### src/rtl/latch_write_arbiter.sv
// latch_write_arbiter
// Shares one W-bit bank of level-sensitive D latches between N requesters.
// Write requests are arbitrated round-robin. Each write drives the data first,
// opens the enable for OPEN_CYCLES cycles, then closes it while the data is
// still held, and finally pulses done to the winning requester.
//
// Ports:
//   i_clk      system clock, rising edge
//   i_rst      synchronous active-high reset
//   i_req      [N]   per-requester write request (level, held until done)
//   i_wdata    [N*W] requester data, requester i at [i*W +: W]
//   o_grant    [N]   one-hot owner of the current write, 0 when idle
//   o_done     [N]   one-cycle completion pulse to the owner
//   o_latch_d  [W]   data to the latch bank d inputs
//   o_latch_en        latch bank enable
//   o_busy            high whenever the FSM is not idle
//
// state  | meaning
// IDLE   | arbitrate; sample req/wdata, register grant and latch_d
// SETUP  | data stable on latch_d, enable still low
// OPEN   | enable high for OPEN_CYCLES cycles
// HOLD   | enable low, data still held
// DONE   | done pulse to owner, grant cleared
module latch_write_arbiter #(
  parameter int N           = 4,
  parameter int W           = 8,
  parameter int OPEN_CYCLES = 2
) (
  input  logic           i_clk,
  input  logic           i_rst,
  input  logic [N-1:0]   i_req,
  input  logic [N*W-1:0] i_wdata,
  output logic [N-1:0]   o_grant,
  output logic [N-1:0]   o_done,
  output logic [W-1:0]   o_latch_d,
  output logic           o_latch_en,
  output logic           o_busy
);

  localparam int IDXW = (N > 1) ? $clog2(N) : 1;
  localparam int CNTW = $clog2(OPEN_CYCLES + 1);

  typedef enum logic [2:0] {
    S_IDLE,
    S_SETUP,
    S_OPEN,
    S_HOLD,
    S_DONE
  } state_t;

  state_t          r_state;
  state_t          w_state_nxt;
  logic [CNTW-1:0] r_open_cnt;
  logic [IDXW-1:0] r_ptr;
  logic [IDXW-1:0] w_win;
  logic [IDXW-1:0] w_cand;
  logic            w_found;
  logic [W-1:0]    w_wdata_arr [N];

  logic [N-1:0]    r_grant;
  logic [N-1:0]    r_done;
  logic [W-1:0]    r_latch_d;
  logic            r_latch_en;
  logic            r_busy;

  always_comb begin
    for (int i = 0; i < N; i++) begin
      w_wdata_arr[i] = i_wdata[i*W +: W];
    end
  end

  // Round-robin search starting at r_ptr, wrapping; first set request wins.
  always_comb begin
    w_found = 1'b0;
    w_win   = '0;
    w_cand  = '0;
    for (int k = 0; k < N; k++) begin
      w_cand = IDXW'((int'(r_ptr) + k) % N);
      if (!w_found && i_req[w_cand]) begin
        w_found = 1'b1;
        w_win   = w_cand;
      end
    end
  end

  always_comb begin
    w_state_nxt = r_state;
    case (r_state)
      S_IDLE:  if (w_found) w_state_nxt = S_SETUP;
      S_SETUP: w_state_nxt = S_OPEN;
      S_OPEN:  if (r_open_cnt == CNTW'(1)) w_state_nxt = S_HOLD;
      S_HOLD:  w_state_nxt = S_DONE;
      S_DONE:  w_state_nxt = S_IDLE;
      default: w_state_nxt = S_IDLE;
    endcase
  end

  // Outputs are registered from the next state so each one lines up with
  // the state it belongs to without any input-to-output path.
  always_ff @(posedge i_clk) begin
    if (i_rst) begin
      r_state    <= S_IDLE;
      r_open_cnt <= '0;
      r_ptr      <= '0;
      r_grant    <= '0;
      r_done     <= '0;
      r_latch_d  <= '0;
      r_latch_en <= 1'b0;
      r_busy     <= 1'b0;
    end else begin
      r_state    <= w_state_nxt;
      r_latch_en <= (w_state_nxt == S_OPEN);
      r_busy     <= (w_state_nxt != S_IDLE);
      r_done     <= (w_state_nxt == S_DONE) ? r_grant : '0;

      if (r_state == S_IDLE && w_found) begin
        r_grant   <= N'(1) << w_win;
        r_latch_d <= w_wdata_arr[w_win];
        r_ptr     <= (w_win == IDXW'(N - 1)) ? '0 : w_win + 1'b1;
      end else if (w_state_nxt == S_DONE) begin
        r_grant   <= '0;
      end

      if (r_state == S_SETUP) begin
        r_open_cnt <= CNTW'(OPEN_CYCLES);
      end else if (r_state == S_OPEN) begin
        r_open_cnt <= r_open_cnt - 1'b1;
      end
    end
  end

  assign o_grant    = r_grant;
  assign o_done     = r_done;
  assign o_latch_d  = r_latch_d;
  assign o_latch_en = r_latch_en;
  assign o_busy     = r_busy;

endmodule

### config.mk
export PLATFORM = sky130hd
export DESIGN_NAME = latch_write_arbiter
export DESIGN_NICKNAME = d
export VERILOG_FILES = /design/src/rtl/latch_write_arbiter.sv
export SDC_FILE = /design/constraint.sdc
export NUM_CORES = 1
export LEC_CHECK = 0
export CAP_MARGIN = 20
export CORE_UTILIZATION = 40
export DETAILED_ROUTE_END_ITERATION = 7
export PLACE_DENSITY_LB_ADDON = 0.05
export SETUP_SLACK_MARGIN = 0.3
export SLEW_MARGIN = 20
export SYNTH_ARGS = -nofsm -noshare
export SYNTH_HDL_FRONTEND = slang
export SYNTH_SLANG_ARGS = --single-unit
### constraint.sdc
create_clock -name i_clk -period 3.9 [get_ports i_clk]
set_clock_uncertainty 0.1 [all_clocks]
set_input_delay 0.78 -clock i_clk [delete_from_list [all_inputs] [get_ports i_clk]]
set_output_delay 0.78 -clock i_clk [all_outputs]
set_load 0.05 [all_outputs]
**Yosys cells after proc, flatten, opt, wreduce, memory -nomap -nowiden**

Cells that the tools add are included.

- Input bits: 38
- Logic and storage cells: 69
- Output and inout port bits: 18
- Bits in registers: 25

- Add/subtract/negate cells: 5
- Shift operators: 1
- Muxes and demuxes: 27
- Eq/ne operators: 7
- Bitwise logic cells: 2
- Magnitude comparators: 5
- Reductions and logical operators: 13

Operator list:

| operator | number |
|---|---|
| $bmux W8 S2 | 1 |
| $mux W8 | 2 |
| $mux W2 | 7 |
| $lt A2 B3 Y1 const B | 4 |
| $pmux W3 S4 | 1 |
| $eq A3 B2 Y1 const B | 3 |
| $bmux W1 S2 | 4 |
| $mux W1 | 8 |
| $mux W4 | 2 |
| $mux W3 | 2 |
| $add A2 B1 Y2 const B | 2 |
| $add A2 B2 Y2 const B | 2 |
| $logic_and A1 B1 Y1 | 4 |
| $reduce_bool A2 Y1 | 2 |
| $reduce_or A2 Y1 | 2 |
| $shl A1 B2 Y4 const A | 1 |
| $eq A3 B1 Y1 const B | 1 |
| $eq A3 B3 Y1 const B | 1 |
| $ge A3 B3 Y1 const B | 1 |
| $logic_not A1 Y1 | 3 |
| $logic_not A3 Y1 | 1 |
| $not A2 Y3 | 1 |
| $reduce_bool A3 Y1 | 1 |
| $eq A2 B1 Y1 const B | 1 |
| 3 further kinds | 3 |

**Longest topological paths before layout**

Gate-level depths: netlist of the first run.

- Depth after elaboration: 17
- Depth in mapped cells: 9
- Depth with buffers taken out: 7

**Worst setup path after synthesis of the first run**

OpenSTA, ideal clock, no wires.

- Kind: input port to flip-flop
- Start point: input i_req[0]
- End point: register r_grant[2], in the netlist o_grant[2]
- Required time: 3.673 ns
- Path slack: 1.776 ns
- Stages: 9
- Buffers on the path: 2
- Data arrival time: 1.897 ns
- Library setup time: 0.127 ns
- Cells stage by stage: nor2b_1 -> nor2_1 -> o22ai_1 -> buf_4 -> buf_6 -> inv_1 -> ha_1 -> a22oi_1 -> nor2_1

- Cells in the longest elaborated chain, start to end: 16
- Elaborated cells between the ends (all ways): 29
- Those cells by class: eq/ne: 1; shift: 1; mux: 19; reduce/logical: 8

RTL lines:

| item | RTL line | RTL |
|---|---|---|
| start: declaration | 31 | `input logic [N-1:0] i_req,` |
| $bmux W1 S2 | 79 | `if (!w_found && i_req[w_cand]) begin` |
| $mux W1 (not written as such) | 79 |  |
| $mux W1 | 79 |  |
| $logic_not A1 Y1 | 79 |  |
| $logic_and A1 B1 Y1 | 79 |  |
| $mux W1 | 79 |  |
| $logic_not A1 Y1 | 79 |  |
| $logic_and A1 B1 Y1 | 79 |  |
| $mux W1 | 79 |  |
| $logic_not A1 Y1 | 79 |  |
| $logic_and A1 B1 Y1 | 79 |  |
| $mux W1 | 79 |  |
| $mux W3 | 89 | `S_IDLE: if (w_found) w_state_nxt = S_SETUP;` |
| $pmux W3 S4 | 88 | `case (r_state)` |
| $eq A3 B3 Y1 | 120 | `end else if (w_state_nxt == S_DONE) begin` |
| $reduce_bool A2 Y1 (no source line) | -- |  |
| end signal: assignment | 117 | `r_grant <= N'(1) << w_win;` |
| end: declaration | 60 | `logic [N-1:0] r_grant;` |

Parallel ways exist; a longest one is shown, timed or not. The select of a mux whose other input is x is not followed.
A chain may end at the register's enable or synchronous reset.

**Final worst setup path of the first run**

- Start point: input i_req[1]
- End point: register r_latch_d[4], in the netlist o_latch_d[4]

- Cells in the longest elaborated chain, start to end: 16
- Elaborated cells between the ends (all ways): 27
- Those cells by class: mux: 19; bitwise: 1; reduce/logical: 7

RTL lines:

| item | RTL line | RTL |
|---|---|---|
| $bmux W1 S2 | 79 |  |
| $mux W1 (not written as such) | 79 |  |
| $mux W1 | 79 |  |
| $logic_not A1 Y1 | 79 |  |
| $logic_and A1 B1 Y1 | 79 |  |
| $mux W1 | 79 |  |
| $logic_not A1 Y1 | 79 |  |
| $logic_and A1 B1 Y1 | 79 |  |
| $mux W1 | 79 |  |
| $logic_not A1 Y1 | 79 |  |
| $logic_and A1 B1 Y1 | 79 |  |
| $mux W2 | 79 |  |
| $not A2 Y3 (not written as such) | 118 | `r_latch_d <= w_wdata_arr[w_win];` |
| $bmux W8 S2 | 118 |  |
| $mux W8 (not written as such) (2 in a row) | 118 |  |
| end signal: assignment | 118 |  |
| end: declaration | 62 | `logic [W-1:0] r_latch_d;` |

Parallel ways exist; a longest one is shown, timed or not. The select of a mux whose other input is x is not followed.

==> run_results.csv, run 1 <==
group,metric,value,unit
status,status,"finished, violations left",
status,violations,"DRC",
setup_path,worstSetupEndpointType,"register",
route,drt_iter0_drc,42,
clocking,htreeDepth,1,
route,ant_nets,0,
die,core,2850,um2
die,dieArea,3350,um2
yosys,yosys_most_used_dff,"dfxtp_1",
clocking,tritoncts,"yes",
yosys,synth_area_leaders,"dfxtp_1 40%, mux2i_1 14%, o221ai_1 5.6%, nand3b_1 5.4%, ha_1 5.0%",
route,wirelength,2980,um
setup_path,crit_slowest_cell,"or4_4",
clocking,path_clk_slew,130,ps
yosys,yosysMostFrequentCell,"dfxtp_1",
route,drc,3,
clocking,ctsHoldBuffers,0,
placed_design,dp_hpwl,2290,um
timing,fin_setup_tns,0,ps
setup_path,arrival,2790,ps
yosys,synth_seq_cells,25,
min_path,hold_class,"register to register",
route,via_count,1166,
yosys,synth_xor_area_share,0.702,%
global_routing,antenna_found_initial,0,
final_layout,num_antenna_cells,0,
yosys,synth-simple-area-share,19.2,%
yosys,muxShareOfSynthArea,13.6,%
timing,timing.fmax,372,MHz
die,die_h,57.8,um
die,die_w,57.8,um
final_layout,multiInputGateArea,683,um2
pwr,p_leak,0.783,nW
placed_design,dpl_cell_area,1800,um2
timing,fin_crit_sh,69.0,%
route,first_pass_iters,6,
timing,worstMarginPinSlew,681,ps
yosys,synth_top_area_cell,"dfxtp_1",
pwr,power.density,546,nW/um2
final_layout,fillers,247,
yosys,synth_compound_area_share,15.7,%
clocking,numCtsBuffers,3,
yosys,synth.distinct_cells,30,
route,routed_via_density,5.40,
pwr,peakVddDrop,0.000286,V
yosys,synth-async-reset-ratio,0,%
yosys,synth_top_family_by_area,"simple AND/OR/NAND/NOR gates",
final_layout,drive_gt1_share,4.86,%
timing,period_needed,2690,ps
final_layout,layout.nets,229,
yosys,synth_fa_ha_area_share,5.02,%
clocking,clk_latency,320,ps
clocking,postCtsSetupRepairBufs,0,
setup_path,cp_top_family,"simple AND/OR/NAND/NOR gates",
placed_design,gp_congestion,0.770,
yosys,syn-instance-count,133,
setup_path,crit_required,4000,ps
timing,finalSetupViolations,0,
yosys,syn_area,1250,um2
global_routing,grt_pass1_wl,4770,um
setup_path,critical_path.startpoint_type,"primary input",
timing,hold_slack,396,ps
clocking,cts_buffer_depth,2,
setup_path,cp_slowest_stage_delay,590,ps
run,maxCapViolations,0,
global_routing,grt_usage,18.5,%
clocking,cts_root_buf,"clkbuf_4",
yosys,seq_area_frac_synth,40.1,%
yosys,synth.top_cells.by_count,"25 x dfxtp_1, 17 x mux2i_1, 11 x nor2_1, 9 x nand3b_1, 8 x o221ai_1",
die,start_util,43.7,%
clocking,cts_sinks,25,
placed_design,io_buffer_count,55,
die,ios,56,
route,wire_per_inst,13.8,um
global_routing,grt_max_degree,22,
setup_path,path_class,"primary input to register",
yosys,yosys_warnings,0,
global_routing,globalRouteOverflowTotal,0,
final_layout,regArea,500,um2
timing,slew_viol_final,0,
timing,hold_viol,0,
timing,rsz0062_at_grt,"no",
yosys,syn-num-nets,176,
setup_path,crit_fanout,12,
setup_path,crit_chain,"clkdlybuf4s50_1 > or4_4 > nand3b_1 > nor2_1 > nand2b_1 > o221ai_1",
die,core.rowCount,19,
global_routing,grt_pass1_vias,1096,
yosys,yosys.area.top_type_share,40.1,%
yosys,syn_area_per_cell,9.38,um2
timing,slew_headroom,54.5,%
setup_path,path_buf_inv,1,
clocking,cts_resized,0,
final_layout,area_delta_synth_final,46.6,%
yosys,synth-edff-count,0,
final_layout,final_area,1830,um2
final_layout,final_util,64.1,%
[layer usage]
| metal | track usage, % | up-vias | share of wire [%] | routed length [um] |
|---|---|---|---|---|
| met5 | 0 | - | 0 | 0 |
| met4 | 7.14 | 0 | 1.5 | 44 |
| met3 | 4.02 | 5 | 4.2 | 126 |
| met2 | 31.9 | 30 | 50 | 1500 |
| met1 | 22.4 | 543 | 44 | 1310 |
| li1 | - | 588 | - | - |
[worst paths after layout]
path	from	slack [ps]	end	depth (start not counted)
max	i_req[1]	1210	o_latch_d[4]$_SDFFE_PP0P_	6
min	o_grant[1]$_SDFFE_PP0P_	400	o_done[1]$_SDFF_PP0_	1
max reg2reg	r_state[1]$_SDFF_PP0_	2010	o_latch_d[5]$_SDFFE_PP0P_	5
min reg2reg	o_grant[1]$_SDFFE_PP0P_	400	o_done[1]$_SDFF_PP0_	1
[cell type report]
class / instances / share of cell area, %
sequential: 25 / 27.4
tap: 31 / 2.12
inverter: 6 / 1.23
multi-input combinational: 94 / 37.3
timing repair buffer: 56 / 30.5
clock buffer: 4 / 1.44
[cell families (layout without fill, tap and decap cells)]
group,count (synthesis),count (layout)
simple gates,44,44
compound gates,27,27
flops,25,25
mux,17,17
buf+inv,14,66
fa+ha+maj,5,5
xor+xnor,1,1
[layout by cell type, fill, tap and decap left out]
cell type and n:
dfxtp_1 25, clkbuf_4 3, clkbuf_1 1, and2_1 4
nor2_1 11, or3_1 2, nor3_1 6, o221a_2 1
ha_1 5, a211oi_1 1, a21o_1 1, buf_4 1
or4_4 1, o22ai_2 1, clkdlybuf4s50_1 55, or2_2 1
a22oi_1 4, a21oi_1 5, nand3b_1 9, o21ai_0 3
xnor2_1 1, inv_1 6, o22ai_1 1, o221ai_1 8
mux2i_1 17, nor2b_1 2, o2bb2ai_1 1, nand2b_1 1
nand2_1 7, a21o_2 1
[stage by stage]
stage	setup WS, ps	std cells	power (mW)
after detailed placement	861	212	0.886
after CTS	1230	216	1.00
final	1210	216	0.999
after floorplan	1780	133	0.726
after global routing	1050	216	1.06
after global placement	986	212	0.877
[sequential cells by signal, indices dropped and copies added, names as in the netlist]
signal	flops
o_latch_d	8
o_done	4
o_grant	4
r_state	3
r_open_cnt	2
r_ptr	2
o_busy	1
o_latch_en	1
[worst reg2reg max path, cell delays in order, from the launching register on]
cell	delay, ps
dfxtp_1	400
nor2_1	260
nand3b_1	360
nor2_1	230
nand2b_1	220
o221ai_1	250
[power by group]
part | internal, mW | switching [mW]
sequential | 0.316 | 0.0473
combinational | 0.209 | 0.309
clock | 0.0401 | 0.0775
(Power assumes the default switching activity.)
==> run 2: changes to the inputs <==
clock period = 2.57 ns   (was 3.9 ns; I/O delays follow)
==> run 2 against run 1 <==
- the run still ends with DRC left
- wire length fell by 0.34%
- design area rose by 1.6%
- global-route usage fell by 0.25 points
- sequential cell count did not move
- clock-buffer cell count did not move
- die area did not move
- first-iteration DRC count rose by 79%
==> run_results.csv, run 2 (synthesis gave the netlist of run 1 again) <==
group,metric,value,unit
status,status,"finished, violations left",
status,violations,"DRC",
clocking,clk_latency,320,ps
route,routed_via_density,5.46,
die,core,2850,um2
placed_design,place_inst,214,
setup_path,cp_top_family,"buffers and inverters",
die,ios,56,
clocking,htreeDepth,1,
die,die_h,57.8,um
timing,slew_headroom,64.6,%
global_routing,grt_usage,18.2,%
final_layout,drive_gt1_share,6.42,%
final_layout,final_common_cell,"clkdlybuf4s50_1",
setup_path,timing.rr.end,"o_latch_d[0]$_SDFFE_PP0P_",
clocking,cts_root_buf,"clkbuf_4",
timing,rsz0062_at_grt,"no",
route,drt_iter0_drc,75,
setup_path,path_class,"register to primary output",
placed_design,gp_congestion,0.769,
timing,setup_slack,448,ps
clocking,tritoncts,"yes",
setup_path,crit_slowest_cell,"clkdlybuf4s50_1",
setup_path,critical_path.startpoint_type,"register",
route,wire_per_inst,13.6,um
setup_path,crit_required,1960,ps
final_layout,area_delta_synth_final,49.0,%
die,core.rowCount,19,
setup_path,worstRegToRegCells,6,
setup_path,arrival,1510,ps
min_path,hold_class,"register to register",
timing,fin_crit_sh,82.6,%
die,dieArea,3350,um2
clocking,cts_sinks,25,
final_layout,final_area,1860,um2
route,drc,3,
pwr,p_leak,0.798,nW
setup_path,reg2reg_slack,850,ps
setup_path,cp_slowest_stage_delay,810,ps
route,via_count,1190,
setup_path,crit_start,"o_grant[2]$_SDFFE_PP0P_",
final_layout,layout_common_cells,"55 x clkdlybuf4s50_1, 25 x dfxtp_1, 17 x mux2i_1",
setup_path,crit_fanout,3,
final_layout,fillers,243,
final_layout,final_cells,218,
placed_design,pre_cts_slack,84.5,ps
timing,slew_viol_final,0,
final_layout,multiInputGateArea,686,um2
route,first_pass_iters,6,
setup_path,path_buf_inv,1,
timing,period_needed,2120,ps
placed_design,io_buffer_count,55,
final_layout,regArea,500,um2
clocking,cts_buffer_depth,2,
setup_path,worstSetupEndpoint,"o_grant[2]",
setup_path,crit_chain,"clkdlybuf4s50_1",
final_layout,largest_reg_flops,8,
setup_path,r2r_start,"r_ptr[1]$_SDFFE_PP0P_",
pwr,power.density,828,nW/um2
clocking,numCtsBuffers,3,
placed_design,dpl_cell_area,1830,um2
pwr,total_power,1.54,mW
setup_path,worstSetupEndpointType,"primary output",
placed_design,dp_hpwl,2250,um
route,wl_met1,1310,um
pwr,peakVddDrop,0.000517,V
timing,fin_setup_tns,0,ps
timing,worstMarginPinSlew,529,ps
route,route.met3.wl,128,um
timing,hold_viol,0,
global_routing,grt_pass1_vias,1141,
die,die_w,57.8,um
final_layout,num_antenna_cells,0,
route,ant_nets,0,
global_routing,globalRouteOverflowTotal,0,
global_routing,grt_max_degree,17,
route,wirelength,2970,um
global_routing,grt_pass1_wl,4770,um
clocking,ctsHoldBuffers,0,
setup_path,critical_path_depth,1,
clocking,path_clk_slew,130,ps
run,maxCapViolations,0,
global_routing,antenna_found_initial,0,
final_layout,layout.nets,231,
route,top_layer_used,"met4",
die,start_util,43.7,%
route,wl_met2,1510,um
timing,finalSetupViolations,0,
timing,timing.fmax,471,MHz
## run 2: how the worst min path moves through the flow
stage,start,slack (ps),end,cells past startpoint
2_1_floorplan,r_ptr[1]$_SDFFE_PP0P_,380,r_ptr[1]$_SDFFE_PP0P_,2
3_3_place_gp,o_grant[1]$_SDFFE_PP0P_,370,o_done[1]$_SDFF_PP0_,1
3_5_place_dp,o_grant[1]$_SDFFE_PP0P_,380,o_done[1]$_SDFF_PP0_,1
4_1_cts,o_grant[0]$_SDFFE_PP0P_,400,o_done[0]$_SDFF_PP0_,1
5_1_grt,o_grant[2]$_SDFFE_PP0P_,420,o_done[2]$_SDFF_PP0_,1
6_report,o_grant[1]$_SDFFE_PP0P_,400,o_done[1]$_SDFF_PP0_,1
## run 2: through the flow
stage	util (%)	hold WS [ps]
after floorplan	-	376
after global placement	64.2	370
after detailed placement	64.2	376
after CTS	65.1	403
after global routing	65.2	421
final	65.2	400
## run 2: cell type report
| type | count | area share (%) |
|---|---|---|
| clock buffers | 4 | 1.41 |
| inverters | 6 | 1.21 |
| multi-input cells | 94 | 36.9 |
| flip-flops and latches | 25 | 26.9 |
| well taps | 31 | 2.09 |
| repair buffers | 58 | 31.5 |
## run 2: repair_timing
action / 4_1_cts / 5_1_grt
setup endpoints to repair: 0 / 1
hold endpoints to repair: 0 / 0
setup buffers: 0 / 0
gates resized for setup: 0 / 1
## run 2: layer usage
metal / GRT usage, % / vias up
li1: - / 591
met1: 22.1 / 565
met2: 31.5 / 32
met3: 4.91 / 2
met4: 5.44 / 0
met5: 0 / -
## run 2: power by group
part,switching [mW],internal [mW]
Sequential,0.0714,0.480
Clock,0.115,0.0607
Combinational,0.473,0.339
